**src/rtl/uart_tx_engine_if.sv**
```systemverilog
// -----------------------------------------------------------------------------
// uart_tx_engine_if
//   Host-side word handshake for uart_tx_engine.
//   The host presents a word with data_valid. The engine takes it on any
//   posedge where data_valid and data_ready are both high.
//
//   Optional feature macro: UART_TX_PARITY_EN adds the parity_odd signal.
//
// Signals
//   data_in     host -> engine  WORD_SIZE  word to transmit
//   data_valid  host -> engine  1          data_in holds a word
//   data_ready  engine -> host  1          engine can accept a word this cycle
//   parity_odd  host -> engine  1          1 = odd parity, 0 = even (with macro only)
//
// Modports
//   master  host side (drives data_in, data_valid and parity_odd)
//   slave   engine side (drives data_ready)
// -----------------------------------------------------------------------------
interface uart_tx_engine_if #(
  parameter int WORD_SIZE = 8
);
  logic [WORD_SIZE-1:0] data_in;
  logic                 data_valid;
  logic                 data_ready;
`ifdef UART_TX_PARITY_EN
  logic                 parity_odd;

  modport master (output data_in, output data_valid, output parity_odd, input data_ready);
  modport slave  (input data_in, input data_valid, input parity_odd, output data_ready);
`else
  modport master (output data_in, output data_valid, input data_ready);
  modport slave  (input data_in, input data_valid, output data_ready);
`endif
endinterface

```
**src/rtl/uart_tx_engine.sv**
```systemverilog
// -----------------------------------------------------------------------------
// uart_tx_engine
//   UART transmitter. It contains the word shadow register, the baud timing and
//   the frame FSM. A word accepted on the tx_if handshake is sent LSB-first as:
//     start(0), WORD_SIZE data bits, [parity], STOP_BITS stop bits(1).
//   Each bit lasts CLKS_PER_BIT clocks. If a new word is accepted in the last
//   stop cycle, the next frame starts with no idle gap.
//
//   Optional feature macro: UART_TX_PARITY_EN
//     defined   -> a PARITY bit follows DATA. The bit is ^word ^ parity_odd.
//                  parity_odd is sampled on the handshake.
//     undefined -> DATA goes directly to STOP.
//
// Parameters
//   WORD_SIZE     data bits per frame, 5..9
//   CLKS_PER_BIT  clocks per serial bit, >= 1
//   STOP_BITS     stop bits, 1 or 2
//
// Ports
//   clk         in   single clock, rising edge
//   rst         in   synchronous, active-high reset
//   tx_if       slave modport: data_in / data_valid / data_ready [/ parity_odd]
//   serial_out  out  TX line, registered, idle high
//   busy        out  frame in progress (state is not IDLE)
//   tx_done     out  one-cycle pulse in the final cycle of the last stop bit
// -----------------------------------------------------------------------------
module uart_tx_engine #(
  parameter int WORD_SIZE    = 8,
  parameter int CLKS_PER_BIT = 16,
  parameter int STOP_BITS    = 1
) (
  input  logic              clk,
  input  logic              rst,
  uart_tx_engine_if.slave   tx_if,
  output logic              serial_out,
  output logic              busy,
  output logic              tx_done
);

  // One counter is shared by all bit periods. Its longest run is the stop
  // period, so it is sized for that with one spare bit.
  localparam int CW = $clog2(CLKS_PER_BIT * STOP_BITS) + 1;
  localparam int IW = $clog2(WORD_SIZE) + 1;

  localparam logic [CW-1:0]        BIT_MAX  = CW'(CLKS_PER_BIT - 1);
  localparam logic [CW-1:0]        STOP_MAX = CW'(CLKS_PER_BIT * STOP_BITS - 1);
  localparam logic [IW-1:0]        IDX_MAX  = IW'(WORD_SIZE - 1);
  localparam logic [WORD_SIZE-1:0] BIT0     = WORD_SIZE'(1);

  if (WORD_SIZE < 5 || WORD_SIZE > 9) begin : g_bad_word_size
    $error("uart_tx_engine: WORD_SIZE must be 5..9");
  end
  if (CLKS_PER_BIT < 1) begin : g_bad_clks_per_bit
    $error("uart_tx_engine: CLKS_PER_BIT must be >= 1");
  end
  if (STOP_BITS != 1 && STOP_BITS != 2) begin : g_bad_stop_bits
    $error("uart_tx_engine: STOP_BITS must be 1 or 2");
  end

  typedef enum logic [2:0] {
    S_IDLE,
    S_START,
    S_DATA,
    S_PARITY,
    S_STOP
  } state_e;

  state_e               state_q, state_d;
  logic [CW-1:0]        cnt_q, cnt_d;
  logic [IW-1:0]        idx_q, idx_d;
  logic [WORD_SIZE-1:0] shadow_q, shadow_d;
  logic                 serial_q, serial_d;
`ifdef UART_TX_PARITY_EN
  logic                 podd_q, podd_d;
`endif

  logic ready;
  logic accept;
  logic last_bit;
  logic last_stop;

  assign last_bit  = (cnt_q == BIT_MAX);
  assign last_stop = (state_q == S_STOP) && (cnt_q == STOP_MAX);

  // The engine is ready when idle and also in the final stop cycle, which
  // allows back-to-back frames. Reset blocks acceptance and the done pulse,
  // so a frame cut short by reset never reports completion.
  assign ready          = ~rst & ((state_q == S_IDLE) | last_stop);
  assign accept         = ready & tx_if.data_valid;
  assign tx_if.data_ready = ready;

  assign serial_out = serial_q;
  assign busy       = (state_q != S_IDLE);
  assign tx_done    = ~rst & last_stop;

  always_comb begin
    // NOTE: every signal written here is given a default before the case
    // statement. No path can then keep an old value, so no latch is inferred.
    state_d  = state_q;
    cnt_d    = cnt_q + CW'(1);
    idx_d    = idx_q;
    shadow_d = shadow_q;
    serial_d = 1'b1;
`ifdef UART_TX_PARITY_EN
    podd_d   = podd_q;
`endif

    unique case (state_q)
      S_IDLE: begin
        cnt_d = '0;
        if (accept) state_d = S_START;
      end
      S_START: begin
        if (last_bit) begin
          state_d = S_DATA;
          cnt_d   = '0;
          idx_d   = '0;
        end
      end
      S_DATA: begin
        if (last_bit) begin
          cnt_d = '0;
          if (idx_q == IDX_MAX) begin
`ifdef UART_TX_PARITY_EN
            state_d = S_PARITY;
`else
            state_d = S_STOP;
`endif
          end else begin
            idx_d = idx_q + IW'(1);
          end
        end
      end
`ifdef UART_TX_PARITY_EN
      S_PARITY: begin
        if (last_bit) begin
          state_d = S_STOP;
          cnt_d   = '0;
        end
      end
`endif
      S_STOP: begin
        if (last_stop) begin
          cnt_d   = '0;
          state_d = accept ? S_START : S_IDLE;
        end
      end
      default: begin
        state_d = S_IDLE;
        cnt_d   = '0;
      end
    endcase

    if (accept) begin
      shadow_d = tx_if.data_in;
`ifdef UART_TX_PARITY_EN
      podd_d   = tx_if.parity_odd;
`endif
    end

    // The line value is computed from the next state and registered. The pin
    // is then glitch-free, and it changes on the edge that enters each bit.
    case (state_d)
      S_START:  serial_d = 1'b0;
      S_DATA:   serial_d = |(shadow_d & (BIT0 << idx_d));
`ifdef UART_TX_PARITY_EN
      S_PARITY: serial_d = (^shadow_d) ^ podd_d;
`endif
      default:  serial_d = 1'b1;
    endcase
  end

  // NOTE: registers use non-blocking assignments. All of them then update
  // together at the edge, whatever order the blocks are evaluated in.
  always_ff @(posedge clk) begin
    if (rst) begin
      state_q  <= S_IDLE;
      cnt_q    <= '0;
      idx_q    <= '0;
      serial_q <= 1'b1;
    end else begin
      state_q  <= state_d;
      cnt_q    <= cnt_d;
      idx_q    <= idx_d;
      serial_q <= serial_d;
    end
  end

  // NOTE: the word registers are datapath only and have no reset. They are
  // always loaded on a handshake before they are read.
  always_ff @(posedge clk) begin
    shadow_q <= shadow_d;
`ifdef UART_TX_PARITY_EN
    podd_q   <= podd_d;
`endif
  end

endmodule
```
**src/flat_wrapper.sv**
```systemverilog
// flat-port wrapper written by rule: the top's interface ports become plain ports
module uart_tx_engine_flat 
#(
  parameter int WORD_SIZE    = 8,
  parameter int CLKS_PER_BIT = 16,
  parameter int STOP_BITS    = 1
)
  (clk, rst, serial_out, busy, tx_done, tx_if_data_in, tx_if_data_valid, tx_if_data_ready);
  uart_tx_engine_if #(.WORD_SIZE(WORD_SIZE)) tx_if_i ();
  input  logic clk;
  input  logic rst;
  output logic serial_out;
  output logic busy;
  output logic tx_done;
  input wire logic [$bits(tx_if_i.data_in)-1:0] tx_if_data_in;
  input wire logic [$bits(tx_if_i.data_valid)-1:0] tx_if_data_valid;
  output wire logic [$bits(tx_if_i.data_ready)-1:0] tx_if_data_ready;
  assign tx_if_i.data_in = tx_if_data_in;
  assign tx_if_i.data_valid = tx_if_data_valid;
  assign tx_if_data_ready = tx_if_i.data_ready;
  uart_tx_engine #(.WORD_SIZE(WORD_SIZE), .CLKS_PER_BIT(CLKS_PER_BIT), .STOP_BITS(STOP_BITS)) u_core (.clk(clk), .rst(rst), .tx_if(tx_if_i), .serial_out(serial_out), .busy(busy), .tx_done(tx_done));
endmodule
```
**config.mk**
```make
export PLATFORM = sky130hd
export DESIGN_NAME = uart_tx_engine_flat
export DESIGN_NICKNAME = d
export VERILOG_FILES = /design/src/rtl/uart_tx_engine_if.sv /design/src/rtl/uart_tx_engine.sv /design/src/flat_wrapper.sv
export SDC_FILE = /design/constraint.sdc
export NUM_CORES = 1
export LEC_CHECK = 0
export ABC_CLOCK_PERIOD_IN_PS = 3150
export BUFFER_PORTS_ARGS = -buffer_cell sky130_fd_sc_hd__buf_4
export CORE_ASPECT_RATIO = 0.7
export CORE_MARGIN = 10
export CORE_UTILIZATION = 43
export DETAILED_ROUTE_END_ITERATION = 6
export GPL_ROUTABILITY_DRIVEN = 0
export PLACE_DENSITY = 0.65
export SYNTH_ARGS = -nofsm -noshare
export SYNTH_HDL_FRONTEND = slang
export SYNTH_SLANG_ARGS = --single-unit
```
**constraint.sdc**
```tcl
create_clock -name clk -period 3.15 [get_ports clk]
set_input_delay 0 -clock clk [delete_from_list [all_inputs] [get_ports clk]]
set_output_delay 0 -clock clk [all_outputs]
set_load 0.02 [all_outputs]
```
======== After elaboration in Yosys (flattened, before gate mapping) ========
Index checks and enable logic that the tools add are counted.
operators by class
  $add $sub $neg .......................... 2
  multiply operators ...................... 0
  divide/modulo/power cells ............... 0
  $lt $le $gt $ge ......................... 0
  equality and inequality tests ........... 7
  shift-type cells ........................ 1
  mux-type cells .......................... 16
  bitwise logic cells ..................... 6
  reduce and logical (&&, ||, !) cells .... 5
operator list
  cell                 count
  $mux 3               5
  $mux 4               3
  $pmux 3 s4           1
  $mux 5               2
  $pmux 5 s2           1
  $and 8x8->8          1
  $mux 8               1
  $pmux 4 s2           1
  $reduce_or 8->1      1
  $shl 1x4->8 const A  1
  $eq 3x1->1 const B   2
  $eq 3x2->1 const B   2
  $add 5x1->5 const B  1
  $eq 5x4->1 const B   1
  $add 4x1->4 const B  1
  $eq 4x3->1 const B   1
  $and 1x1->1          3
  $eq 3x3->1 const B   1
  $logic_not 3->1      1
  $reduce_bool 3->1    1
  $pmux 1 s2           1
  $reduce_or 2->1      1
  $logic_and 1x1->1    1
  $mux 1               1
  other kinds (2)      2
word-level totals
  flip-flop bits (word level) ............. 21
  bits in latches ......................... 0
  memory bits (writable) .................. 0
  bits in read-only memories .............. 0
  memories ................................ 0

======== Longest topological paths before layout ========
  depth after elaboration ................. 10
  depth in mapped cells ................... 9
  depth with buffers taken out ............ 8

======== Least setup slack after synthesis ========
OpenSTA, ideal clock, no wires.
  kind .................................... register to register
  from .................................... register u_core.state_q[1]
  to ...................................... register u_core.serial_q, in the netlist u_core.serial_out
  library setup time ...................... 134 ps
  arrival ................................. 2186 ps
  data required time ...................... 3016 ps
  setup slack ............................. 830 ps
  stages on the path, launching flop included .. 9
  period minus slack after synthesis ...... 2320 ps
  cells stage by stage .................... dfxtp_1 > buf_6 > or3_4 > a211oi_4 > mux2_2 > mux2i_1 > and3b_1 > nor4_1 > o22ai_1
RTL lines
  what                      RTL line               text
  start: declaration        uart_tx_engine.sv:68   state_e state_q, state_d;
  start signal: assignment  uart_tx_engine.sv:182  state_q <= state_d;
  $eq 3x3->1                uart_tx_engine.sv:83   assign last_stop = (state_q == S_STOP) && (cnt_q == STOP_MAX);
  $logic_and 1x1->1         uart_tx_engine.sv:83
  $or 1x1->1 *              uart_tx_engine.sv:88   assign ready = ~rst & ((state_q == S_IDLE) | last_stop);
  $and 1x1->1 *             uart_tx_engine.sv:88
  $and 1x1->1 *             uart_tx_engine.sv:89   assign accept = ready & tx_if.data_valid;
  $mux 8 *                  uart_tx_engine.sv:154  if (accept) begin
  via u_core.shadow_d[1]    uart_tx_engine.sv:71   logic [WORD_SIZE-1:0] shadow_q, shadow_d;
  $and 8x8->8 *             uart_tx_engine.sv:165  S_DATA: serial_d = |(shadow_d & (BIT0 << idx_d));
  $reduce_or 8->1 *         uart_tx_engine.sv:165
  $pmux 1 s2 *              uart_tx_engine.sv:163  case (state_d)
  end signal: assignment    uart_tx_engine.sv:185  serial_q <= serial_d;
  end: declaration          uart_tx_engine.sv:72   logic serial_q, serial_d;
Mark *: on every way through the listed nets, which the timed path passes. The rest lies on a longest branch.
A chain may end at the register's enable or synchronous reset.

======== Worst setup path after layout ========
  from .................................... register u_core.cnt_q[0]
  to ...................................... register u_core.serial_q, in the netlist u_core.serial_out
RTL lines
  what                      RTL line               text
  start: declaration        uart_tx_engine.sv:69   logic [CW-1:0] cnt_q, cnt_d;
  start signal: assignment  uart_tx_engine.sv:183  cnt_q <= cnt_d;
  $eq 5x4->1                uart_tx_engine.sv:83
  $logic_and 1x1->1         uart_tx_engine.sv:83
  $or 1x1->1                uart_tx_engine.sv:88
  $and 1x1->1               uart_tx_engine.sv:88
  $and 1x1->1               uart_tx_engine.sv:89
  $mux 8                    uart_tx_engine.sv:154
  via u_core.shadow_d[1]    uart_tx_engine.sv:71
  $and 8x8->8               uart_tx_engine.sv:165
  $reduce_or 8->1           uart_tx_engine.sv:165
  $pmux 1 s2                uart_tx_engine.sv:163
The timed path passes the listed nets, and every way through them passes these cells.

==> results_dict.tcl <==
set metrics [dict create \
    status "complete, no violations" \
    cts-root-buf "clkbuf_4" \
    place_worst_setup_slack_ns 0.519 \
    postSynthAreaPerCell_sq_um 9.82 \
    synthSimpleGateAreaFrac_pct 27.2 \
    wl_per_cell_microns 13.3 \
    synth_ff_type "dfxtp_1" \
    synth_top_family_by_area "simple AND/OR/NAND/NOR gates" \
    met3_length_microns 104 \
    synth_common_cells "21 x dfxtp_1, 12 x nor2_1, 8 x mux2_2" \
    worstMarginPinSlew_ns 0.608 \
    switching_power_w 0.000118 \
    hold_buffers 9 \
    postRouteAntennaNets 0 \
    route.top_layer_used "met4" \
    synth_area_leader_cell "dfxtp_1" \
    grt_max_degree 12 \
    cts_resized 0 \
    synth_most_common_cell "dfxtp_1" \
    antenna_found_initial 0 \
    seqPwrFrac_pct 59.0 \
    wl_met2_microns 866 \
    core-area_sq_mm 0.00222 \
    rows 14 \
    cts_setup_buffers 0 \
    drt_iter0_drc 76 \
    cts_tree "yes" \
    swShare_pct 23.5 \
    syn_inst 106 \
    syn-num-nets 119 \
    hold_violations 0 \
    initial_core_util_pct 46.8 \
    synth_mux_area_share_pct 11.5 \
    grt_pass1_vias 798 \
    r2r_slack_ns 0.50 \
    synth_edf_count 0 \
    peakVddDrop_uv 262 \
    dr.pass1.iters 4 \
    fmax_mhz 378 \
    critPathLaunchType "register" \
    synth_fa_ha_area_share_pct 2.40 \
    nets 142 \
    stdcell_count 160 \
    whs_ns 0.0697 \
    yosys.area.top_type_share_pct 40.4 \
    synth_xor_area_share_pct 2.52 \
    placed_area_sq_mm 0.00116 \
    cts_sinks 21 \
    synth_area_sq_mm 0.00104 \
    fin_skew_ns 0.00950 \
    htreeDepth 1 \
    grt_setup_unrepaired "no" \
    criticalPathCategory "reg2reg" \
    slew_headroom_pct 58.4 \
    layout_worst_path_cycle_share_pct 84.0 \
    path_max_fanout 9 \
    combPwrFrac_pct 15.4 \
    power_density_mw_per_mm2 395 \
    cp.required_ns 3.34 \
    fin_ws_ns 0.504 \
    slew_viol_final 0 \
    hpwl_microns 1590 \
    critPathCaptureType "register" \
    clkLatencyLatePin_ns 0.31 \
    area.growth.synth_to_final_pct 22.5 \
    track_usage_pct 9.28 \
    port_buffers 14 \
    period_needed_ns 2.65 \
    cp.arrival_ns 2.83 \
    die_x_microns 78.8 \
    drive_gt1_share_pct 24.2 \
    postLayoutCellArea_sq_mm 0.00127 \
    r2r_cells 8 \
    wl_met1_microns 1140 \
    pwr-share-clk_pct 25.5 \
    clk_path_buf_depth 2 \
    grt_pass1_wl_microns 3620 \
    post-route-drc-count 0 \
    cp-endpoint "u_core.serial_out" \
    timing.rr.end "u_core.serial_out" \
    p_int_w 0.000385 \
    cts_buffers 3 \
    yosysSeqAreaShare_pct 40.4 \
    setup_viol 0 \
    max-cap-violations 0 \
    hp-class "in2reg" \
    ys_ff_latch 21 \
    placed_cells 147 \
    r2r_start "u_core.cnt_q[0]" \
    setup_tns_ns 0 \
    dieArea_sq_mm 0.00482 \
    die_h_microns 61.2 \
    vias 840 \
    netlist_top_cells_area "dfxtp_1 40%, mux2_2 8.7%, nor2_1 4.3%" \
    num_antenna_cells 0 \
    startpoint "u_core.cnt_q[0]" \
    overflow 0 \
    yosys_warnings 0 \
    p_leak_nw 0.527 \
    synth_compound_area_share_pct 12.3 \
    vias_per_cell 5.25 \
    path_clk_slew_ns 0.12 \
    io_pins 15 \
    routed_wl_microns 2130 \
    num-fill-cells 198 \
    async_reset_ff_share_pct 0 \
    synth_cell_types 40 \
]
[power groups by stage]
stage          combinational (W)  clock [W]  sequential (W)
6_report               0.0000776   0.000129        0.000297
4_1_cts                0.0000784   0.000132        0.000298
3_5_place_dp           0.0000693          0        0.000304
5_1_grt                0.0000853   0.000144        0.000300
3_3_place_gp           0.0000671          0        0.000303
2_1_floorplan          0.0000491          0        0.000300
[placed cells by master (no fill, tap or decap), drive strengths merged, types with 3 or more instances in the layout]
cell          n
dfxtp        21
buf          14
nor2         12
dlygate4sd3   9
mux2          8
nor3          7
clkbuf        4
inv           3
nand3         3
nand2         3
and3          3
mux2i         3
or3           3
[through the flow]
step,util (%),total power (W)
after floorplan,-,0.000349
after global placement,52.1,0.000370
after detailed placement,52.1,0.000373
after CTS,57.3,0.000508
after global routing,57.3,0.000529
final,57.3,0.000504
[worst max-delay path: stages (launching register included)]
cell      delay [ns]
dfxtp_1         0.37
ha_1            0.27
nand4b_4        0.22
a211oi_4        0.52
mux2_2          0.41
mux2i_1         0.12
and3b_1         0.19
nor4_1          0.30
o22ai_1         0.13
[flip-flops by register name (all words and copies together), names as in the netlist]
name	cells
u_core.cnt_q	5
u_core.idx_q	4
u_core.serial_out	1
u_core.shadow_q	8
u_core.state_q	3
[logic make-up (layout without fill, tap and decap cells)]
group | after synthesis | after routing
AO/OA/AOI/OAI | 15 | 15
AND/OR/NAND/NOR | 46 | 46
XOR/XNOR | 3 | 3
flip-flops | 21 | 21
multiplexers | 11 | 11
buffers and inverters | 8 | 30
adder cells (fa/ha/maj) | 2 | 2
[final cells by class]
class	instances	area (sq um)	area share, %
clock buffer	4	26.3	2.06
inverter	3	11.3	0.883
multi-input combinational	77	582	45.6
sequential	21	420	33.0
tap	32	40.0	3.14
timing repair buffer	23	195	15.3
[metal layers]
| metal | vias up | track usage [%] |
|---|---|---|
| li1 | 431 | - |
| met1 | 393 | 11.5 |
| met2 | 14 | 14.6 |
| met3 | 2 | 4.36 |
| met4 | 0 | 1.78 |
| met5 | - | 0 |
[worst min-delay path by stage]
stage,startpoint,end,slack [ns],cells after the start
floorplan,tx_if_data_in[0],u_core.shadow_q[0],0.16,1
global placement,tx_if_data_in[2],u_core.shadow_q[2],0.25,2
detailed placement,rst,u_core.idx_q[2],0.25,2
CTS,tx_if_data_valid,u_core.state_q[0],0.07,3
global route,tx_if_data_valid,u_core.state_q[0],0.09,3
finish,tx_if_data_valid,u_core.state_q[0],0.07,3
Note: power is estimated with default switching activity, not from simulation.
